<file path="src/rtl/smvm_pkg.sv">
// Shared SMVM definitions: result word width, default buffer depth and the
// frame FSM state encoding used by SMVM-side blocks.
package smvm_pkg;
    localparam int SMVM_DATA_W = 14;
    localparam int SMVM_DEPTH  = 16;
    localparam int ROW_W       = 8;

    typedef enum logic [1:0] {
        ST_IDLE  = 2'b00,
        ST_RUN   = 2'b01,
        ST_DRAIN = 2'b10
    } smvm_state_e;
endpackage

</file>
<file path="src/rtl/smvm_sync_fifo.sv">
// Single-clock FIFO with registered storage; push/pop are self-guarded so a
// push into a full FIFO only lands when a pop happens in the same cycle.
module smvm_sync_fifo #(
    parameter int DATA_W = 14,
    parameter int DEPTH  = 16
) (
    input  logic                     clk,
    input  logic                     rst,
    input  logic                     push,
    input  logic                     pop,
    input  logic [DATA_W-1:0]        wdata,
    output logic [DATA_W-1:0]        rdata,
    output logic                     full,
    output logic                     empty,
    output logic [$clog2(DEPTH):0]   count
);
    localparam int PTR_W = $clog2(DEPTH);

    logic [DATA_W-1:0] mem [DEPTH];
    logic [PTR_W-1:0]  wr_ptr, rd_ptr;
    logic              do_push, do_pop;

    assign empty   = (count == '0);
    assign full    = (count == (PTR_W+1)'(DEPTH));
    assign do_pop  = pop && !empty;
    assign do_push = push && (!full || do_pop);
    assign rdata   = mem[rd_ptr];

    // DEPTH is a power of two, so the pointers wrap by plain overflow.
    always_ff @(posedge clk) begin
        if (rst) begin
            wr_ptr <= '0;
            rd_ptr <= '0;
            count  <= '0;
        end else begin
            if (do_push) wr_ptr <= wr_ptr + PTR_W'(1);
            if (do_pop)  rd_ptr <= rd_ptr + PTR_W'(1);
            case ({do_push, do_pop})
                2'b10:   count <= count + (PTR_W+1)'(1);
                2'b01:   count <= count - (PTR_W+1)'(1);
                default: ;
            endcase
        end
    end

    always_ff @(posedge clk) begin
        if (do_push) mem[wr_ptr] <= wdata;
    end
endmodule

</file>
<file path="src/rtl/smvm_result_buffer.sv">
// Frame-aware result buffer behind the SMVM: tags each accepted word with its
// input row number so dropped words never shift the row labels seen downstream.
module smvm_result_buffer
    import smvm_pkg::*;
#(
    parameter int DATA_W = SMVM_DATA_W,
    parameter int DEPTH  = SMVM_DEPTH
) (
    input  logic                     clk,
    input  logic                     rst,
    input  logic                     rows_load,
    input  logic [7:0]               rows_in,
    input  logic                     in_valid,
    input  logic [DATA_W-1:0]        data_in,
    input  logic                     out_ready,
    output logic                     out_valid,
    output logic [DATA_W-1:0]        data_out,
    output logic [7:0]               row_idx,
    output logic                     last,
    output logic [$clog2(DEPTH):0]   count,
    output logic                     overflow,
    output logic                     err_unexp
);
    localparam int ENT_W = DATA_W + ROW_W;

    smvm_state_e      state;
    logic [7:0]       rows_r, in_cnt, out_cnt, drop_cnt;
    logic [ENT_W-1:0] head;
    logic             full, empty;
    logic             push_req, push, pop, drop;

    assign out_valid = (count != '0);
    assign pop       = out_valid && out_ready;
    assign push_req  = (state == ST_RUN) && in_valid;
    assign push      = push_req && (!full || pop);
    assign drop      = push_req && full && !pop;

    // Outputs are forced to zero whenever the FIFO is empty, including reset.
    assign data_out  = out_valid ? head[DATA_W-1:0] : '0;
    assign row_idx   = out_valid ? head[ENT_W-1:DATA_W] : '0;
    assign last      = out_valid && (row_idx == rows_r - 8'd1);

    smvm_sync_fifo #(.DATA_W(ENT_W), .DEPTH(DEPTH)) u_fifo (
        .clk   (clk),
        .rst   (rst),
        .push  (push),
        .pop   (pop),
        .wdata ({in_cnt, data_in}),
        .rdata (head),
        .full  (full),
        .empty (empty),
        .count (count)
    );

    always_ff @(posedge clk) begin
        if (rst) begin
            state     <= ST_IDLE;
            rows_r    <= '0;
            in_cnt    <= '0;
            out_cnt   <= '0;
            drop_cnt  <= '0;
            overflow  <= 1'b0;
            err_unexp <= 1'b0;
        end else begin
            if (in_valid && state != ST_RUN) err_unexp <= 1'b1;
            if (drop)                        overflow  <= 1'b1;
            if (pop)                         out_cnt   <= out_cnt + 8'd1;
            case (state)
                ST_IDLE: begin
                    if (rows_load && rows_in != 8'd0) begin
                        state    <= ST_RUN;
                        rows_r   <= rows_in;
                        in_cnt   <= '0;
                        out_cnt  <= '0;
                        drop_cnt <= '0;
                    end
                end
                ST_RUN: begin
                    // Dropped words still advance in_cnt so the frame length holds.
                    if (in_valid) begin
                        in_cnt <= in_cnt + 8'd1;
                        if (drop) drop_cnt <= drop_cnt + 8'd1;
                        if (in_cnt + 8'd1 == rows_r) state <= ST_DRAIN;
                    end
                end
                ST_DRAIN: begin
                    // Second term covers frames whose final row was dropped.
                    if ((pop && last) ||
                        (empty && in_cnt == rows_r && out_cnt + drop_cnt == rows_r))
                        state <= ST_IDLE;
                end
                default: state <= ST_IDLE;
            endcase
        end
    end
endmodule

</file>
<file path="config.mk">
export PLATFORM = sky130hd
export DESIGN_NAME = smvm_result_buffer
export DESIGN_NICKNAME = d
export VERILOG_FILES = /design/src/rtl/smvm_pkg.sv /design/src/rtl/smvm_sync_fifo.sv /design/src/rtl/smvm_result_buffer.sv
export SDC_FILE = /design/constraint.sdc
export NUM_CORES = 1
export LEC_CHECK = 0
export ABC_CLOCK_PERIOD_IN_PS = 3100
export BUFFER_PORTS_ARGS = -buffer_cell sky130_fd_sc_hd__buf_2
export CORE_MARGIN = 8
export CORE_UTILIZATION = 56
export CTS_CLUSTER_SIZE = 40
export DETAILED_ROUTE_END_ITERATION = 8
export PLACE_DENSITY = 0.76
export SKIP_CTS_REPAIR_TIMING = 1
export SLEW_MARGIN = 20
export SYNTH_ARGS = -nofsm -noshare
export SYNTH_HDL_FRONTEND = slang
export SYNTH_SLANG_ARGS = --single-unit
</file>
<file path="constraint.sdc">
create_clock -name clk -period 3.1 [get_ports clk]
set_input_delay 0.31 -clock clk [delete_from_list [all_inputs] [get_ports clk]]
set_output_delay 0.31 -clock clk [all_outputs]
set_load 0.03 [all_outputs]
</file>
-- Word level (Yosys, flattened, before mapping)
Memories as Yosys holds them, arrays and structs flattened. A register that Yosys moved wholly into a read port is not among the register bits.
Index checks and enable logic that the tools add are counted.
- register bits: 49
- output and inout bits: 31
- logic and storage cells: 85
- RAM bits: 352
- bits of input ports: 27
- memories kept: 1
- memory list (name ; depth ; width ; read ports ; clocked after memory_dff ; wr ports ; line ; source):
    u_fifo.mem ; 16 ; 22 ; 1 ; 1 ; 1 ; smvm_sync_fifo.sv:19 ; logic [DATA_W-1:0] mem [DEPTH];
- eq/ne operators: 15
- reduce and logical (&&, ||, !) cells: 29
- add/subtract/negate cells: 9
- multiplexer cells: 21
- operator list (cell ; count):
    8-bit 2-to-1 mux ; 8
    8-bit == test ; 4
    8-bit one-hot mux with 2 select lines ; 2
    8-bit by 1-bit adder with 8-bit output (second input constant) ; 3
    14-bit 2-to-1 mux ; 1
    1-bit logical AND ; 13
    5-bit one-hot mux with 2 select lines ; 1
    4-bit by 1-bit adder with 4-bit output (second input constant) ; 2
    8-bit adder ; 1
    2-bit 2-to-1 mux ; 4
    4-bit 2-to-1 mux ; 2
    2-bit inequality test (second input constant) ; 4
    4-bit AND reduction ; 2
    8-bit nonzero test ; 1
    8-bit by 1-bit subtractor with 8-bit output (second input constant) ; 1
    2-bit one-hot mux with 3 select lines ; 1
    5-bit by 1-bit adder with 5-bit output (second input constant) ; 1
    5-bit == test (second input constant) ; 1
    5-bit zero test ; 1
    5-bit nonzero test ; 1
    5-bit by 1-bit subtractor with 5-bit output (second input constant) ; 1
    2-bit by 1-bit == test with 1-bit output (second input constant) ; 2
    2-bit == test (second input constant) ; 2
    2-bit by 1-bit inequality test with 1-bit output (second input constant) ; 2
    other kinds (7) ; 13

-- Longest topological paths before layout
Gate-level depths: netlist of the first run.
- depth in word-level cells: 8
- gate-level depth with buffers: 13
- depth with buffers taken out: 13

-- Modules after synthesis
A second synthesis of the first run with hierarchy kept.
- cell total of the unflattened synthesis: 983
- area total of the unflattened synthesis: 16772.3 µm²
- modules (own cells, without submodules) (module ; cells an instance ; times used ; area an instance (µm²)):
    smvm_sync_fifo ; 665 ; 1 ; 14194.9
    smvm_result_buffer ; 318 ; 1 ; 2577.5

-- Least setup slack after synthesis of the first run
Ideal clock, no wire load.
- path kind: reg-to-reg
- from: register u_fifo.count[0]
- to: register u_fifo.count[4]
- path slack: -0.046 ns
- cell stages (with the launch flop): 12
- clock period less this slack: 3.146 ns
- data arrival time: 3.076 ns
- library setup time: 0.070 ns
- cells stage by stage: dfxtp_1 -> or4_1 -> buf_2 -> o21a_1 -> clkbuf_1 -> ha_1 -> fa_1 -> a21o_1 -> a21oi_1 -> xor2_1 -> or3_1 -> a21oi_1
- cells in the longest elaborated chain, start to end: 7
- elaborated cells between the ends (all ways): 17
- those cells by class: add/sub: 2; eq/ne: 3; mux: 1; reduce/logical: 11
- RTL lines (what ; line ; source):
    from (decl) ; smvm_sync_fifo.sv:15 ; output logic [$clog2(DEPTH):0] count
    from (signal assigned) ; smvm_sync_fifo.sv:39 ; 2'b10: count <= count + (PTR_W+1)'(1);
    from (signal assigned) ; smvm_sync_fifo.sv:40 ; 2'b01: count <= count - (PTR_W+1)'(1);
    5-bit nonzero test or 5-bit zero test (tied branches) ; smvm_result_buffer.sv:32, smvm_sync_fifo.sv:23 ;
    1-bit logical AND or 1-bit zero test (tied branches) ; smvm_result_buffer.sv:33, smvm_sync_fifo.sv:25 ;
    1-bit logical AND (*) ; smvm_sync_fifo.sv:25 ; assign do_pop = pop && !empty;
    via u_fifo.do_pop ; smvm_sync_fifo.sv:21 ; logic do_push, do_pop;
    1-bit logical OR ; smvm_sync_fifo.sv:26 ; assign do_push = push && (!full || do_pop);
    1-bit logical AND ; smvm_sync_fifo.sv:26 ;
    2-bit by 1-bit == test with 1-bit output or 2-bit == test (tied branches) ; smvm_sync_fifo.sv:38 ; case ({do_push, do_pop})
    5-bit one-hot mux with 2 select lines or 2-bit nonzero test (tied branches) ; - ;
Mark *: on every way through the listed nets, which the timed path passes. The rest lies on a longest branch.
A chain may end at the register's enable or synchronous reset.

==> results of run 1 <==
## per-stage QoR
step	hold slack [ns]	setup TNS (ns)	setup slack [ns]
after floorplan	0.409	0	0.00435
after global placement	0.447	0	0.0944
after detailed placement	0.450	0	0.0558
after CTS	0.0160	-2.64	-0.514
after global routing	0.0364	-0.396	-0.292
final	0.0262	-0.229	-0.229
## state kept, by name, summed over array words and instances, names as in the netlist, named ones only
signal	flops
rows_r	8
in_cnt	8
u_fifo.mem	352
u_fifo.wr_ptr	4
out_cnt	8
state	2
u_fifo.count	5
err_unexp	1
overflow	1
u_fifo.rd_ptr	4
drop_cnt	8
## area by class of cell
class | instances | share of cell area
clock inverters | 19 | 0.00909
well taps | 390 | 0.0255
clock buffers | 55 | 0.0591
inverters | 15 | 0.00294
flip-flops and latches | 405 | 0.609
multi-input cells | 460 | 0.250
repair buffers | 112 | 0.0448
## routing by layer
layer | wire, µm | share of wire | up-vias | global-route usage
met3 | 2270 | 0.063 | 74 | 0.0320
met5 | 0 | 0 | - | 0
li1 | - | - | 3861 | -
met2 | 17600 | 0.49 | 356 | 0.329
met4 | 1020 | 0.028 | 0 | 0.0607
met1 | 14900 | 0.42 | 4532 | 0.264
## worst max path at each step
| stage | start | endpoint | slack [ns] | depth (start not counted) |
|---|---|---|---|---|
| 6_report | flop | last | -0.23 | 8 |
| 5_1_grt | flop | last | -0.29 | 9 |
| 4_1_cts | flop | last | -0.51 | 8 |
| 3_5_place_dp | flop | last | 0.06 | 9 |
| 3_3_place_gp | flop | last | 0.09 | 9 |
| 2_1_floorplan | u_fifo.count[0] | u_fifo.count[4] | 0.004 | 11 |
## power breakdown
part / total, µW / switching [µW] / leakage, µW / internal, µW
Clock: 4800 / 1980 / 0.000632 / 2820
Combinational: 2880 / 1670 / 0.00211 / 1210
Sequential: 6050 / 78.7 / 0.00363 / 5970
## kinds of logic (layout without fill, tap and decap cells)
logic type / count (synthesis) / after routing / synth area share
flops: 405 / 405 / 0.698
simple gates: 191 / 191 / 0.0581
mux: 131 / 131 / 0.158
compound gates: 64 / 64 / 0.0246
buf+inv: 60 / 201 / 0.0160
xor+xnor: 52 / 52 / 0.0278
fa+ha+maj: 22 / 22 / 0.0174
## cells in the final DEF, fill, tap and decap left out, types with 11 or more instances in the layout
master and instances:
and2_1 36, buf_2 56, clkbuf_1 11, xor2_1 28
clkbuf_16 44, xnor2_1 23, nand2_1 19, mux2i_1 24
mux4_2 105, buf_4 44, o21ai_0 13, a21oi_1 24
dfxtp_1 49, edfxtp_1 352, nand3_1 11, nor2_1 76
inv_1 15, ha_1 19
## worst reg2reg max path: stages, from the launching register on
cell       delay (ns)
dfxtp_1          0.41
ha_1             0.20
inv_1            0.05
fa_1             0.48
or3b_2           0.44
a211oi_1         0.24
nand4_1          0.10
a2111oi_0        0.35
o2111ai_1        0.20
a31oi_1          0.20
a211oi_1         0.07
==> results.py, run 1 <==
metrics = {
    "routing": {
        "drt-initial-drc-count": 679,
        "drc": 0,
        "vias_per_cell": 6.06,
        "via_count": 8823,
        "ant_nets": 0,
        "wl_per_cell_um": 24.6,
        "firstDrtPassIters": 5,
        "drt_wl_total_mm": 35.8,
    },
    "timing": {
        "hold_viol": 0,
        "fmax_mhz": 300,
        "rsz0062_at_grt": "true",
        "finalCritPeriodShare": 1.07,
        "relSlewSlack": 0.492,
        "fin_skew_ns": 0.0176,
        "worstMarginPinSlew_ns": 0.760,
        "min_period_ns": 3.33,
        "worst_slack_ns": -0.229,
        "setup_viol": 1,
        "slew_violations": 0,
    },
    "yosys": {
        "yosysTopAreaCell": "edfxtp_1",
        "async_reset_ff_frac": 0,
        "syn-num-nets": 974,
        "synth.most_common_cell": "edfxtp_1",
        "yosys_warnings": 0,
        "synthesis.area_um2": 16700,
        "syn-instance-count": 925,
        "synthTopCellsByCount": "edfxtp_1 (352), mux4_2 (105), nor2_1 (76)",
        "synth_edf_count": 352,
        "synth_seq_area_share": 0.698,
        "synth_area_leaders": "edfxtp_1 (63%), mux4_2 (14%), dfxtp_1 (6.4%)",
        "syn_area_per_cell_um2": 18.0,
        "yosys_most_used_dff": "edfxtp_1",
        "ys_types": 54,
        "synth-seq-cells": 405,
        "synth_top_cell_area_share": 0.635,
    },
    "worst_setup_path": {
        "start_kind": "flop",
        "timing.rr.end": "state[1]",
        "crit_slowest_cell": "mux4_2",
        "required_ns": 2.79,
        "path_cells": "buf_12 > mux4_2 > mux4_2 > xnor2_2 > nand3b_1 > mux2_4 > nor2b_4 > buf_6",
        "reg2reg_slack_ns": 0.22,
        "cp-end-kind": "output pin",
        "worstRegToRegCells": 10,
        "cpPeakStageDelay_ns": 0.54,
        "critPathTopFamily": "multiplexers",
        "r2r-start": "out_cnt[0]",
        "arrival_ns": 3.02,
        "worstPathMaxFanout": 7,
        "cpMostUsedCell": "mux4_2",
        "crit_type": "flop to output pin",
        "path_buf_inv": 2,
    },
    "placement": {
        "io_buffer_count": 57,
        "gp_congestion": 0.839,
        "placedCellCount": 1371,
        "placed_area_um2": 17600,
        "post-dp-hpwl_mm": 20.1,
    },
    "finish": {
        "fin_util": 0.649,
        "nFillCells": 1988,
        "nets": 1084,
        "multi_input_area_um2": 4780,
        "drive_gt1_frac": 0.272,
        "syn_to_final_growth_pct": 14.9,
        "antenna-diode-count": 0,
        "layout.cells.non_filler": 1456,
        "finish.instance_area_um2": 19100,
        "regArea_um2": 11600,
    },
    "clocking": {
        "clockBufferDepth": 3,
        "h-tree-depth": 2,
        "numCtsBuffers": 41,
        "cts.sinks": 405,
        "cts.clk_slew.worst_paths_ns": 0.06,
        "clk_latency_ns": 0.53,
        "root_buffer": "clkbuf_16",
        "cts_tree": "done",
    },
    "worst_hold_path": {
        "whs_path_depth": 3,
        "hold_end": "rows_r[2]",
        "hp-start": "rows_in[2]",
        "hold_class": "input port to flop",
    },
    "floorplanning": {
        "std_cell_rows": 63,
        "die_w_um": 188,
        "dieArea_um2": 35500,
        "initial_core_util": 0.565,
        "pin_count": 58,
        "fp.dieH_um": 188,
        "core_area_um2": 29500,
    },
    "power_and_ir_drop": {
        "p_per_area_nw_per_um2": 718,
        "cellLeakagePower_uw": 0.00637,
        "peakVddDrop_mv": 0.437,
        "total_power_uw": 13700,
    },
    "grt": {
        "grt_pass1_wl_mm": 53.2,
        "grt_max_degree": 46,
        "track_usage": 0.197,
        "grt_pass1_vias": 9010,
        "antenna_found_initial": 0,
        "grt_remaining_overflow": 0,
    },
    "outcome": {
        "violations": "setup timing",
        "status": "finished, violations left",
    },
    "run": {
        "drv_cap": 0,
    },
}
Power figures use the tool's default switching activity.
==> inputs of run 2 (changes only) <==
--- a/config.mk
+++ b/config.mk
@@ -12,8 +12,8 @@
 export CTS_CLUSTER_SIZE = 40
 export DETAILED_ROUTE_END_ITERATION = 8
 export PLACE_DENSITY = 0.76
-export SKIP_CTS_REPAIR_TIMING = 1
 export SLEW_MARGIN = 20
 export SYNTH_ARGS = -nofsm -noshare
 export SYNTH_HDL_FRONTEND = slang
 export SYNTH_SLANG_ARGS = --single-unit
+export TNS_END_PERCENT = 20
==> run 2 against run 1 <==
The run still ends with setup timing left. First-iteration DRC count shrank 1.8%. Design area is essentially flat. Register-to-register slack lost 0.02 ns. Global-route usage grew 0.22 points. Maximum frequency grew 0.81%. Core utilization is essentially flat. Sequential cell count is the same. Critical endpoint unchanged. Largest power group unchanged.
==> results.py, run 2 (same netlist as run 1, synthesis figures left out) <==
metrics = {
    "worst_setup_path": {
        "start_kind": "flop",
        "cpPeakStageDelay_ns": 0.55,
        "cpMostUsedCell": "mux4_2",
        "worstPathMaxFanout": 7,
        "crit_slowest_cell": "mux4_2",
        "crit_type": "flop to output pin",
        "cp-end-kind": "output pin",
        "path_cells": "buf_12 > mux4_2 > mux4_2 > xnor2_2 > nand3b_1 > mux2_4 > nor2b_4 > buf_6",
        "required_ns": 2.79,
        "arrival_ns": 2.99,
    },
    "timing": {
        "finalCritPeriodShare": 1.07,
        "fin_skew_ns": 0.0194,
        "holdWs_ns": 0.0249,
        "relSlewSlack": 0.496,
        "setup_viol": 1,
        "worst_slack_ns": -0.202,
        "hold_viol": 0,
        "slew_violations": 0,
        "worstMarginPinSlew_ns": 0.755,
        "fmax_mhz": 303,
        "rsz0062_at_grt": "true",
        "min_period_ns": 3.30,
    },
    "routing": {
        "drt-initial-drc-count": 667,
        "drt_wl_total_mm": 35.7,
        "ant_nets": 0,
        "drc": 0,
        "via_count": 8736,
        "wl_per_cell_um": 24.5,
        "firstDrtPassIters": 4,
        "vias_per_cell": 6.00,
    },
    "grt": {
        "grt_pass1_wl_mm": 53.6,
        "antenna_found_initial": 0,
        "grt_pass1_vias": 9095,
        "grt_max_degree": 46,
        "track_usage": 0.199,
        "grt_remaining_overflow": 0,
    },
    "finish": {
        "largest_reg_flops": 352,
        "finish.instance_area_um2": 19100,
        "final_common_cell": "edfxtp_1",
        "syn_to_final_growth_pct": 14.9,
        "drive_gt1_frac": 0.273,
        "layout.cells.non_filler": 1457,
        "nets": 1085,
        "layout_common_cells": "edfxtp_1 (352), mux4_2 (105), nor2_1 (76), buf_2 (56), dfxtp_1 (49)",
        "regMostFlops": "u_fifo.mem",
        "antenna-diode-count": 0,
    },
    "outcome": {
        "violations": "setup timing",
        "status": "finished, violations left",
    },
    "clocking": {
        "cts.sinks": 405,
        "cts.clk_slew.worst_paths_ns": 0.06,
        "root_buffer": "clkbuf_16",
        "clockBufferDepth": 3,
        "numCtsBuffers": 41,
        "postCtsHoldBufs": 0,
        "clk_latency_ns": 0.53,
        "h-tree-depth": 2,
        "cts_tree": "done",
    },
    "floorplanning": {
        "initial_core_util": 0.565,
        "dieArea_um2": 35500,
        "std_cell_rows": 63,
        "fp.dieH_um": 188,
        "pin_count": 58,
        "die_w_um": 188,
        "core_area_um2": 29500,
    },
    "run": {
        "drv_cap": 0,
    },
    "placement": {
        "gp_congestion": 0.839,
        "post-dp-hpwl_mm": 20.1,
        "placed_area_um2": 17600,
        "placedCellCount": 1371,
        "io_buffer_count": 57,
    },
    "power_and_ir_drop": {
        "peakVddDrop_mv": 0.453,
        "cellLeakagePower_uw": 0.00638,
        "total_power_uw": 13700,
        "p_per_area_nw_per_um2": 717,
    },
    "worst_hold_path": {
        "hold_class": "input port to flop",
    },
}
-- run 2: cell count changes in the layout (fill, tap and decap cells not counted) --
cell       before  now
buf_16          2    1
buf_4          44   45
bufbuf_16       0    1
buf_8           1    0
clkbuf_8        1    2
clkbuf_16      44   43
mux2_4          1    2
mux2_2          1    0
buf_12          7    8
-- run 2: worst max-delay path, delay by kind of cell, from the launching register on --
family	cells	cell delay (ns)
buf+inv	2	0.28
mux	3	1.37
simple gates	2	0.23
xor+xnor	1	0.20
flops	1	0.38
-- run 2: worst paths after layout --
check,startpoint,endpoint,slack (ns),cells after the start
min,rows_in[2],rows_r[2],0.02,3
min reg2reg,err_unexp,err_unexp,0.46,2
max reg2reg,out_cnt[0],state[1],0.20,10
max,flop,last,-0.20,8
-- run 2: layout make-up --
type	count	area, µm²
Tap cell	390	488
Clock buffer	55	1130
Inverter	15	56.3
Timing Repair Buffer	113	863
Sequential cell	405	11600
Fill cell	1979	10300
Multi-Input combinational cell	460	4790
Clock inverter	19	174
-- run 2: per-stage QoR --
stage          utilization  worst slack [ns]  setup TNS [ns]
6_report             0.649            -0.202          -0.202
5_1_grt              0.649            -0.275          -0.276
4_1_cts              0.648            -0.223          -0.223
3_5_place_dp         0.599            0.0558               0
3_3_place_gp         0.599            0.0944               0
2_1_floorplan            -           0.00435               0
-- run 2: report_power, final --
| part | internal [µW] | switching, µW | leakage (µW) | total, µW |
|---|---|---|---|---|
| Clock | 2820 | 1990 | 0.000632 | 4810 |
| Sequential | 5970 | 74.1 | 0.00363 | 6040 |
| Combinational | 1210 | 1670 | 0.00212 | 2880 |
-- run 2: routing by layer --
layer | global-route usage | part of all wire
met4 | 0.0649 | 0.029
met3 | 0.0320 | 0.061
met2 | 0.332 | 0.49
met1 | 0.266 | 0.42
met5 | 0 | 0
-- run 2: repair_timing --
item,in CTS,in global routing
gates resized for setup,10,4
setup endpoints to repair,13,6
pin swaps,0,3
cloned,1,0
setup buffers,9,2
